`src/rtl/wb_pkg.sv`:
```
// wb_pkg -- shared definitions for the register-file writeback arbiter.
//   DEPTH_DEF      : default number of LSU writeback FIFO entries
//   STARVE_MAX_DEF : default number of back-to-back ALU writes allowed
//                    while LSU results are waiting
//   wb_entry_t     : one pending register-file write (destination + data)
package wb_pkg;

  localparam int DEPTH_DEF      = 4;
  localparam int STARVE_MAX_DEF = 3;

  typedef struct packed {
    logic [4:0]  addr;
    logic [31:0] data;
  } wb_entry_t;

endpackage

```
`src/rtl/wb_fifo.sv`:
```
// wb_fifo -- synchronous in-order FIFO holding pending LSU writebacks.
// Ports:
//   clk, rst     : clock, synchronous active-high reset
//   push_i       : write pushEntry_i at the tail (caller guarantees not full)
//   pushEntry_i  : entry to store
//   pop_i        : drop the head entry (caller guarantees not empty)
//   head_o       : current head entry, valid whenever count_o != 0
//   count_o      : current occupancy, 0..DEPTH
module wb_fifo
  import wb_pkg::*;
#(
  parameter int DEPTH = DEPTH_DEF
) (
  input  logic                   clk,
  input  logic                   rst,
  input  logic                   push_i,
  input  wb_entry_t              pushEntry_i,
  input  logic                   pop_i,
  output wb_entry_t              head_o,
  output logic [$clog2(DEPTH):0] count_o
);

  localparam int PW = $clog2(DEPTH);

  wb_entry_t       mem_q [DEPTH];
  logic [PW-1:0]   wrPtr_q, wrPtr_d;
  logic [PW-1:0]   rdPtr_q, rdPtr_d;
  logic [PW:0]     cnt_q, cnt_d;

  // Pointer and occupancy update. DEPTH is a power of two, so the
  // pointers wrap modulo DEPTH simply by overflowing their width.
  always_comb begin
    wrPtr_d = wrPtr_q;
    rdPtr_d = rdPtr_q;
    cnt_d   = cnt_q;
    if (push_i) wrPtr_d = wrPtr_q + 1'b1;
    if (pop_i)  rdPtr_d = rdPtr_q + 1'b1;
    unique case ({push_i, pop_i})
      2'b10:   cnt_d = cnt_q + 1'b1;
      2'b01:   cnt_d = cnt_q - 1'b1;
      default: cnt_d = cnt_q;
    endcase
  end

  always_ff @(posedge clk) begin
    if (rst) begin
      wrPtr_q <= '0;
      rdPtr_q <= '0;
      cnt_q   <= '0;
    end else begin
      wrPtr_q <= wrPtr_d;
      rdPtr_q <= rdPtr_d;
      cnt_q   <= cnt_d;
    end
  end

  // Storage needs no reset: occupancy alone decides which slots are live.
  always_ff @(posedge clk) begin
    if (push_i && !rst) mem_q[wrPtr_q] <= pushEntry_i;
  end

  assign head_o  = mem_q[rdPtr_q];
  assign count_o = cnt_q;

endmodule

```
`src/rtl/wb_arb.sv`:
```
// wb_arb -- merges single-cycle ALU results and buffered LSU results onto
// one register-file write port.
// Ports:
//   clk, rst                        : clock, synchronous active-high reset
//   alu_vld/alu_addr/alu_data       : ALU result; held stable while alu_stall
//   alu_stall                       : ALU result not accepted this cycle
//   lsu_vld/lsu_addr/lsu_data       : LSU result, accepted when lsu_rdy
//   lsu_rdy                         : FIFO has room for an LSU result
//   we/dst_addr/dst                 : registered register-file write port
//   fifo_cnt                        : LSU FIFO occupancy
// The ALU always has priority except when it has written STARVE_MAX times
// in a row with LSU results waiting; then it is stalled for one cycle so
// the FIFO head can drain. Writes to register 0 are dropped at acceptance.
module wb_arb
  import wb_pkg::*;
#(
  parameter int DEPTH      = DEPTH_DEF,
  parameter int STARVE_MAX = STARVE_MAX_DEF
) (
  input  logic                   clk,
  input  logic                   rst,
  input  logic                   alu_vld,
  input  logic [4:0]             alu_addr,
  input  logic [31:0]            alu_data,
  output logic                   alu_stall,
  input  logic                   lsu_vld,
  output logic                   lsu_rdy,
  input  logic [4:0]             lsu_addr,
  input  logic [31:0]            lsu_data,
  output logic                   we,
  output logic [4:0]             dst_addr,
  output logic [31:0]            dst,
  output logic [$clog2(DEPTH):0] fifo_cnt
);

  localparam int CW = $clog2(DEPTH) + 1;
  localparam int SW = $clog2(STARVE_MAX + 1);
  localparam logic [CW-1:0] FULL_CNT   = CW'(DEPTH);
  localparam logic [SW-1:0] STARVE_LIM = SW'(STARVE_MAX);

  logic [SW-1:0] starve_q, starve_d;
  logic          we_q, we_d;
  logic [4:0]    dstAddr_q, dstAddr_d;
  logic [31:0]   dst_q, dst_d;

  logic          fifoNonEmpty;
  logic          aluWrite;
  logic          fifoPop;
  logic          lsuPush;
  wb_entry_t     pushEntry;
  wb_entry_t     headEntry;

  wb_fifo #(.DEPTH(DEPTH)) u_fifo (
    .clk         (clk),
    .rst         (rst),
    .push_i      (lsuPush),
    .pushEntry_i (pushEntry),
    .pop_i       (fifoPop),
    .head_o      (headEntry),
    .count_o     (fifo_cnt)
  );

  // Handshakes depend only on registered state (and reset), never on the
  // valid inputs, so producers see no combinational loop through us.
  assign fifoNonEmpty = (fifo_cnt != '0);
  assign lsu_rdy      = !rst && (fifo_cnt != FULL_CNT);
  assign alu_stall    = !rst && (starve_q == STARVE_LIM) && fifoNonEmpty;

  // The ALU takes the write port whenever it has a real write; the FIFO
  // drains in every other cycle. Popping uses the pre-push count, so an
  // entry pushed into an empty FIFO waits at least one cycle.
  assign aluWrite  = !rst && alu_vld && !alu_stall && (alu_addr != 5'd0);
  assign fifoPop   = !rst && fifoNonEmpty && !aluWrite;
  assign lsuPush   = lsu_vld && lsu_rdy && (lsu_addr != 5'd0);
  assign pushEntry = '{addr: lsu_addr, data: lsu_data};

  // Starvation counter only advances while LSU work is actually waiting.
  always_comb begin
    starve_d = starve_q;
    if (fifoPop || !fifoNonEmpty) begin
      starve_d = '0;
    end else if (aluWrite && (starve_q != STARVE_LIM)) begin
      starve_d = starve_q + 1'b1;
    end
  end

  // Write-port selection; address and data hold when nothing is written.
  always_comb begin
    we_d      = 1'b0;
    dstAddr_d = dstAddr_q;
    dst_d     = dst_q;
    if (aluWrite) begin
      we_d      = 1'b1;
      dstAddr_d = alu_addr;
      dst_d     = alu_data;
    end else if (fifoPop) begin
      we_d      = 1'b1;
      dstAddr_d = headEntry.addr;
      dst_d     = headEntry.data;
    end
  end

  always_ff @(posedge clk) begin
    if (rst) begin
      starve_q  <= '0;
      we_q      <= 1'b0;
      dstAddr_q <= '0;
      dst_q     <= '0;
    end else begin
      starve_q  <= starve_d;
      we_q      <= we_d;
      dstAddr_q <= dstAddr_d;
      dst_q     <= dst_d;
    end
  end

  assign we       = we_q;
  assign dst_addr = dstAddr_q;
  assign dst      = dst_q;

endmodule

```
`config.mk`:
```
export PLATFORM = sky130hd
export DESIGN_NAME = wb_arb
export DESIGN_NICKNAME = d
export VERILOG_FILES = /design/src/rtl/wb_pkg.sv /design/src/rtl/wb_fifo.sv /design/src/rtl/wb_arb.sv
export SDC_FILE = /design/constraint.sdc
export NUM_CORES = 1
export LEC_CHECK = 0
export ABC_AREA = 1
export CAP_MARGIN = 20
export CORE_MARGIN = 1
export CORE_UTILIZATION = 39
export DETAILED_ROUTE_END_ITERATION = 16
export GPL_ROUTABILITY_DRIVEN = 0
export GPL_TIMING_DRIVEN = 1
export HOLD_SLACK_MARGIN = 0.12
export PLACE_DENSITY = 0.62
export SKIP_CTS_REPAIR_TIMING = 1
export SLEW_MARGIN = 20
export SYNTH_ARGS = -nofsm -noshare
export SYNTH_HDL_FRONTEND = slang
export SYNTH_SLANG_ARGS = --single-unit
```
`constraint.sdc`:
```
create_clock -name clk -period 4.7 [get_ports clk]
set_clock_uncertainty 0.2 [all_clocks]
set_input_delay 0.94 -clock clk [delete_from_list [all_inputs] [get_ports clk]]
set_output_delay 0.94 -clock clk [all_outputs]
set_load 0.1 [all_outputs]
```
==> results of run 1 <==
## state kept, by name, indices dropped and copies added (netlist names), named ones only
name	cells
dst	32
dst_addr	5
starve_q	2
u_fifo.count_o	3
u_fifo.mem_q	148
u_fifo.rdPtr_q	2
u_fifo.wrPtr_q	2
we	1
## cell usage in the layout, fill, tap and decap left out, types with 3 or more instances in the layout
cell type and n:
nor2_4 6, ha_1 6, clkinvlp_4 3, o21ai_1 19, nand2_1 177, buf_12 5
inv_1 70, inv_2 3, clkbuf_1 5, edfxtp_1 148, nand3_2 3, o21ai_0 61
buf_4 8, nand3_1 78, a21oi_1 6, o22ai_1 15, nor2_1 83, dfxtp_1 48
nand4_1 15, nand2_4 5, clkbuf_16 17, clkdlybuf4s50_1 118
## per-layer routing
layer / wire length (um) / up-vias / track usage, %
met5: 0 / - / 0
met4: 343 / 0 / 6.70
met3: 794 / 22 / 3.36
met2: 9620 / 106 / 31.0
met1: 7820 / 2676 / 21.1
li1: - / 2895 / -
## critical path: stages
cell and delay [ns]:
clkdlybuf4s50_1 0.50, buf_4 0.29, nor2_4 0.07, nand2_4 0.17, inv_1 0.07, buf_4 0.23
## cells by family after synthesis
family	synth area share, %
AND/OR/NAND/NOR	19.9
flip-flops	65.8
buffers and inverters	6.58
AO/OA/AOI/OAI	6.43
adder cells (fa/ha/maj)	1.15
XOR/XNOR	0.106
## per-stage QoR
stage | hold WS [ns] | power [mW] | setup WS (ns) | instance area, um^2
6_report | 0.227 | 4.40 | 1.27 | 10300
3_5_place_dp | 0.217 | 3.09 | 0.963 | 9700
2_1_floorplan | 0.197 | 2.79 | -0.220 | 8250
4_1_cts | 0.225 | 4.42 | 1.27 | 10300
5_1_grt | 0.243 | 4.56 | 1.11 | 10300
3_3_place_gp | 0.214 | 3.08 | 0.969 | 9700
## synth_stat cells (all sizes together)
| master | instances | share of area [%] |
|---|---|---|
| a21oi | 6 | 0.36 |
| a31oi | 1 | 0.076 |
| buf | 28 | 2.4 |
| clkbuf | 16 | 0.73 |
| clkinv | 1 | 0.045 |
| dfxtp | 49 | 12 |
| edfxtp | 148 | 54 |
| fa | 1 | 0.24 |
| ha | 6 | 0.91 |
| inv | 74 | 3.4 |
| nand2 | 182 | 8.7 |
| nand3 | 83 | 5.5 |
| nand4 | 15 | 1.1 |
| nor2 | 90 | 4.5 |
| nor3 | 1 | 0.061 |
| o21ai | 80 | 4.9 |
| o22ai | 15 | 1.1 |
| xor2 | 1 | 0.11 |
## power by group through the flow
stage	Sequential, mW	Combinational, mW	Clock, mW
after floorplan	2.47	0.324	0
after global placement	2.06	1.03	0
after detailed placement	2.06	1.04	0
after CTS	2.02	1.04	1.37
after global routing	2.03	1.10	1.44
final	2.02	1.03	1.35
## area by class of cell
| type | instances | area [um^2] |
|---|---|---|
| clock buffers | 24 | 472 |
| flip-flops and latches | 197 | 5430 |
| clock inverters | 8 | 80.1 |
| well taps | 270 | 338 |
| inverters | 75 | 284 |
| diodes | 2 | 5.00 |
| fillers | 1845 | 10200 |
| multi-input cells | 481 | 2310 |
| repair buffers | 131 | 1340 |
## worst min-delay path by stage
stage                                          end                     start  slack, ns
final                     starve_q[0]$_SDFFE_PP0P_  starve_q[0]$_SDFFE_PP0P_       0.23
after floorplan           starve_q[0]$_SDFFE_PP0P_  starve_q[0]$_SDFFE_PP0P_       0.20
after CTS                 starve_q[0]$_SDFFE_PP0P_  starve_q[0]$_SDFFE_PP0P_       0.23
after detailed placement  starve_q[0]$_SDFFE_PP0P_  starve_q[0]$_SDFFE_PP0P_       0.22
after global placement    starve_q[0]$_SDFFE_PP0P_  starve_q[0]$_SDFFE_PP0P_       0.21
after global routing      starve_q[0]$_SDFFE_PP0P_  starve_q[0]$_SDFFE_PP0P_       0.24
==> out/results.ini, run 1 <==
[global_routing]
grt_first_pass_wirelength_mm=28.9
grt_pass1_vias=5427
grt_antenna_before_repair=2
track_usage_pct=17.5
grt-ovfl-total=0
grt_max_degree=75

[timing]
max_freq_ghz=0.292
slew_headroom_pct=34.3
fin_setup_tns_ns=0
hold_viol=0
worst_pin_slew_ns=0.983
fin_crit_ns=3.43
setup_violations=0
finalCritPeriodShare_pct=72.9
rsz0062_at_grt=no
maxSlewViolCount=0

[synthesis]
synthCells=797
synth-seq-cells=197
synth_area_per_cell_um2=10.3
syn_area_um2=8250
syn_nets=882
yosysUniqueCellTypes=28
ys_seq_area_share_pct=65.8
yosysWarnings=0

[drt]
via_per_inst=4.80
wl_per_cell_um=15.6
drc=0
dr.pass1.iters=5
postRouteAntennaNets=0
via_count=5699
totalWireLength_mm=18.6
first_iter_violations=310

[pwr]
p_sw_mw=1.40
p_int_mw=3.00
p_per_area_nw_per_um2=429
switching_share_pct=31.8
seqPwrFrac_pct=45.9
p_leak_nw=4.10
pwr-share-comb_pct=23.4
ir_drop_mv=0.237
pwr-share-clk_pct=30.8

[die]
die_w_um=147
io-pin-count=121
chipHeight_um=147
core_um2=20500
die-area_um2=21700
start_util_pct=40.2
num_rows=52

[clock_tree]
cts_buffer_depth=2
h-tree-depth=4
cts_sinks=197
cts-root-buf=clkbuf_16
cts_tree=built
insertion_delay_ns=0.43
clk_pin_slew_ns=0.06
numCtsBuffers=17

[worst_setup_path]
worstPathMaxFanout=16
cp.required_ns=3.56
worstPathArrival_ns=2.29
r2r_cells=13
reg2reg_slack_ns=1.80
worst-setup-path-type=in2out
cp-end-kind=output pin
timing.rr.end=u_fifo.count_o[2]$_SDFFE_PP0P_
critPathLaunchType=input port
critPathLaunch=rst
crit_path_end=alu_stall
rr_startpoint=u_fifo.count_o[0]$_SDFFE_PP0P_

[min_path]
hp-class=reg2reg
min_path_cells=1

[finish]
finalNetCount=988
syn2layout_area_growth_pct=24.4
stdcell_count=1188
fin_util_pct=50.1
layout-drive-gt1-share_pct=6.88

[place]
hpwl_mm=11.9
place_inst=1154
port_buffers=120

[run]
cap_violations=0

[status]
status=finished, final reports clean

(Power assumes the default switching activity.)
==> run 2, diff against run 1 <==
Clock period 4.7 ns to 3.2 ns, I/O delays scaled along.
==> run 2 against run 1 <==
Compared with the run above:
- non-clock buffer count up 13
- critical path depth down 1
- clock power increased by 58%
- register-to-register slack lost 0.88 ns
- sequential power grew 46%
- wire length rose by 1.9%
- highest routed layer unchanged
- die area unchanged
==> out/results.ini, run 2 (same netlist as run 1, synthesis figures left out) <==
[status]
status=finished, final reports clean

[timing]
fin_crit_ns=2.65
finalCritPeriodShare_pct=82.8
rsz0062_at_grt=no
worst_pin_slew_ns=0.811
fin_setup_tns_ns=0
setup_violations=0
hold_viol=0
maxSlewViolCount=0
slew_headroom_pct=45.9
max_freq_ghz=0.378

[die]
num_rows=52
die-area_um2=21700
chipHeight_um=147
start_util_pct=40.2
io-pin-count=121
die_w_um=147
core_um2=20500

[drt]
first_iter_violations=473
wl_per_cell_um=15.8
wl_met2_mm=9.79
drc=0
via_count=5738
postRouteAntennaNets=0
highest_layer=met4
dr.pass1.iters=4
via_per_inst=4.78
totalWireLength_mm=18.9
dr_wl_met3_um=723
wl_met1_mm=8.15

[clock_tree]
cts_buffer_depth=2
clk_pin_slew_ns=0.06
cts_tree=built
numCtsBuffers=17
cts_sinks=197
h-tree-depth=4
cts-root-buf=clkbuf_16
insertion_delay_ns=0.42

[pwr]
ir_drop_mv=0.325
p_per_area_nw_per_um2=636
pwr-share-clk_pct=32.3
seqPwrFrac_pct=44.8
p_sw_mw=2.14
switching_share_pct=32.5
p_leak_nw=4.29
p_int_mw=4.46
pwr-share-comb_pct=23.0

[finish]
finalNetCount=1001
syn2layout_area_growth_pct=25.8
largest_register_ffs=148
fillers=1849
top_register=u_fifo.mem_q
fin_util_pct=50.6
seq_area_um2=5430
multi_input_area_um2=2330
mostFrequentLayoutCell=nand2_1
most-common-layout-cells=nand2_1 (177), edfxtp_1 (148), nor2_1 (83)
layout-drive-gt1-share_pct=13.3

[global_routing]
grt-ovfl-total=0
grt_pass1_vias=5449
grt_max_degree=75
track_usage_pct=18.2
grt_first_pass_wirelength_mm=29.9
grt_antenna_before_repair=1

[worst_setup_path]
slowest_delay_ns=0.45
worstPathMaxFanout=17
cp.required_ns=2.36
critPathBufInv=4
worst-setup-path-type=in2out
crit_top_cell=buf_12
worstPathArrival_ns=1.81
critPathLaunchType=input port
cp_top_family=buffers and inverters
cpMaxStageDelayCell=clkdlybuf4s50_1
cp-end-kind=output pin
path_cells=clkdlybuf4s50_1 > buf_12 > a31oi_4 > buf_4 > buf_12

[min_path]
hp-class=reg2reg

[run]
cap_violations=0

[place]
hpwl_mm=12.0
port_buffers=120

## run 2: cell count changes in the layout (fill, tap and decap cells not counted), sizes merged
cell           delta
clkinv            +1
clkbuf            -7
buf              +54
inv               +6
clkdlybuf4s50    -41
diode             -1
bufinv            +1
clkinvlp          -1
## run 2: metrics by stage
step / instances / hold slack [ns] / area (um^2) / worst slack [ns] / power [mW]
after floorplan: 797 / 0.197 / 8300 / 0.0288 / 4.11
after global placement: 1167 / 0.215 / 9780 / 0.169 / 4.53
after detailed placement: 1167 / 0.211 / 9780 / 0.173 / 4.54
after CTS: 1199 / 0.220 / 10400 / 0.554 / 6.66
after global routing: 1200 / 0.245 / 10400 / 0.355 / 6.87
final: 1200 / 0.219 / 10400 / 0.551 / 6.60
## run 2: per-layer routing
metal / track usage (%) / vias to the layer above
met1: 23.1 / 2705
met4: 6.39 / 0
met5: 0 / -
met3: 3.73 / 13
li1: - / 2929
met2: 31.0 / 91
## run 2: final timing paths
path / from / slack, ns / end / cells past startpoint
min: starve_q[0]$_SDFFE_PP0P_ / 0.22 / starve_q[0]$_SDFFE_PP0P_ / 1
max reg2reg: u_fifo.count_o[2]$_SDFFE_PP0P_ / 0.92 / u_fifo.count_o[2]$_SDFFE_PP0P_ / 13
max: rst / 0.55 / lsu_rdy / 5
min reg2reg: starve_q[0]$_SDFFE_PP0P_ / 0.22 / starve_q[0]$_SDFFE_PP0P_ / 1
## run 2: power by group through the flow
stage	logic, mW	clock network (mW)	registers [mW]
5_1_grt	1.63	2.28	2.97
2_1_floorplan	0.484	0	3.63
3_3_place_gp	1.52	0	3.01
4_1_cts	1.53	2.17	2.95
3_5_place_dp	1.53	0	3.01
6_report	1.52	2.13	2.95
## run 2: area by class of cell
type / instances / area share (%)
antenna: 1 / 0.0241
tap: 270 / 3.26
clock buffer: 17 / 4.10
timing repair buffer: 144 / 13.5
clock inverter: 15 / 1.63
inverter: 75 / 2.74
multi-input combinational: 481 / 22.5
sequential: 197 / 52.3
==> run 3, diff against run 2 <==
Clock period 3.2 ns to 2.5 ns, I/O delays scaled along.
==> run 3 against run 2 <==
Compared with the run above:
- combinational power rose by 31%
- non-clock buffer count grew 25
- critical path depth stayed put
- sequential power up 28%
- critical endpoint unchanged
- highest routed layer unchanged
==> out/results.ini, run 3 (same netlist as run 1, synthesis figures left out) <==
[status]
status=finished, final reports clean

[global_routing]
gr-usage-met1_pct=23.6
track_usage_pct=18.7
grt_max_degree=47
grt_first_pass_wirelength_mm=31.0
grt_busiest_layer=met2
grt_use_met2_pct=31.8
grt_pass1_vias=5751
grt_use_met3_pct=3.52
grt_antenna_before_repair=0
grt-ovfl-total=0

[pwr]
p_per_area_nw_per_um2=802
p_leak_nw=4.41
ir_drop_mv=0.389
p_total_mw=8.47

[finish]
final_area_um2=10600
top_register=u_fifo.mem_q
largest_register_ffs=148
most-common-layout-cells=nand2_1 (177), edfxtp_1 (148), nor2_1 (83), buf_4 (83), nand3_1 (78)
n_antenna_cell=0
mostFrequentLayoutCell=nand2_1
finalNetCount=1026
layout-drive-gt1-share_pct=16.1
syn2layout_area_growth_pct=28.1

[clock_tree]
clk_pin_slew_ns=0.07
h-tree-depth=4
cts-root-buf=clkbuf_16
cts_tree=built
insertion_delay_ns=0.43
numCtsBuffers=17
cts_buffer_depth=2
cts_sinks=197

[die]
start_util_pct=40.2
die_w_um=147
num_rows=52
chipHeight_um=147
die-area_um2=21700
io-pin-count=121
core_um2=20500

[worst_setup_path]
worst-setup-path-type=in2out
slowest_delay_ns=0.45
crit_top_cell=buf_12
worstPathArrival_ns=1.65
cp-end-kind=output pin
critPathLaunch=rst
worstPathMaxFanout=6
cpMaxStageDelayCell=clkdlybuf4s50_1
cp.required_ns=1.80
rr_startpoint=starve_q[0]$_SDFFE_PP0P_
path_cells=clkdlybuf4s50_1 > buf_12 > a31oi_4 > buf_4 > buf_12
critPathLaunchType=input port

[drt]
totalWireLength_mm=19.6
first_iter_violations=401
wl_per_cell_um=16.0
via_per_inst=4.85
dr.pass1.iters=5
postRouteAntennaNets=0
drc=0
via_count=5939

[timing]
hold_viol=0
max_freq_ghz=0.425
setup_violations=0
slew_headroom_pct=58.0
fin_ws_ns=0.149
fin_crit_ns=2.35
maxSlewViolCount=0
finalCritPeriodShare_pct=94.0
worst_pin_slew_ns=0.628
whs_ns=0.219

[place]
placed_cell_area_um2=9970
hpwl_mm=12.9
dp_slack_ns=-0.419
port_buffers=120

[min_path]
worstHoldStart=starve_q[0]$_SDFFE_PP0P_
hp-class=reg2reg

[run]
cap_violations=0

-- run 3: changes by cell type in the layout (fill, tap and decap cells not counted), moves of 2 or more --
cell,before,now
dfxtp_4,0,3
clkinv_2,2,4
buf_4,57,83
dfxtp_2,3,1
inv_1,70,68
-- run 3: worst paths after layout --
check	end	slack [ns]	depth (start not counted)
setup / recovery	lsu_rdy	0.15	5
hold / removal	starve_q[0]$_SDFFE_PP0P_	0.22	1
setup reg to reg	u_fifo.count_o[1]$_SDFFE_PP0P_	0.41	11
hold reg to reg	starve_q[0]$_SDFFE_PP0P_	0.22	1
-- run 3: final cells by class --
class | instances | area [um^2]
fill | 1856 | 9930
sequential | 197 | 5440
inverter | 75 | 287
tap | 270 | 338
clock buffer | 18 | 429
clock inverter | 14 | 150
multi-input combinational | 481 | 2340
timing repair buffer | 169 | 1580
-- run 3: stage by stage --
step / cells / TNS [ns] / utilization, %
2_1_floorplan: 797 / -47.01 / -
3_3_place_gp: 1192 / -3.07 / 48.6
5_1_grt: 1224 / -0.00809 / 51.5
4_1_cts: 1224 / 0 / 51.5
6_report: 1224 / 0 / 51.5
3_5_place_dp: 1192 / -4.21 / 48.6
-- run 3: worst max-delay path, delay by kind of cell --
kind	cells	cell delay (ns)
AO/OA/AOI/OAI	1	0.19
buffers and inverters	4	0.96
-- run 3: layer usage --
metal,share of wire (%),vias up
met5,0,-
met2,50,133
li1,-,2973
met3,3.8,27
met1,44,2806
met4,2.1,0
-- run 3: where the power goes --
| group | internal, mW | switching [mW] | total, mW |
|---|---|---|---|
| Sequential | 3.70 | 0.0875 | 3.79 |
| Combinational | 0.538 | 1.45 | 1.99 |
| Clock | 1.49 | 1.21 | 2.69 |
| Total | 5.72 | 2.75 | 8.47 |
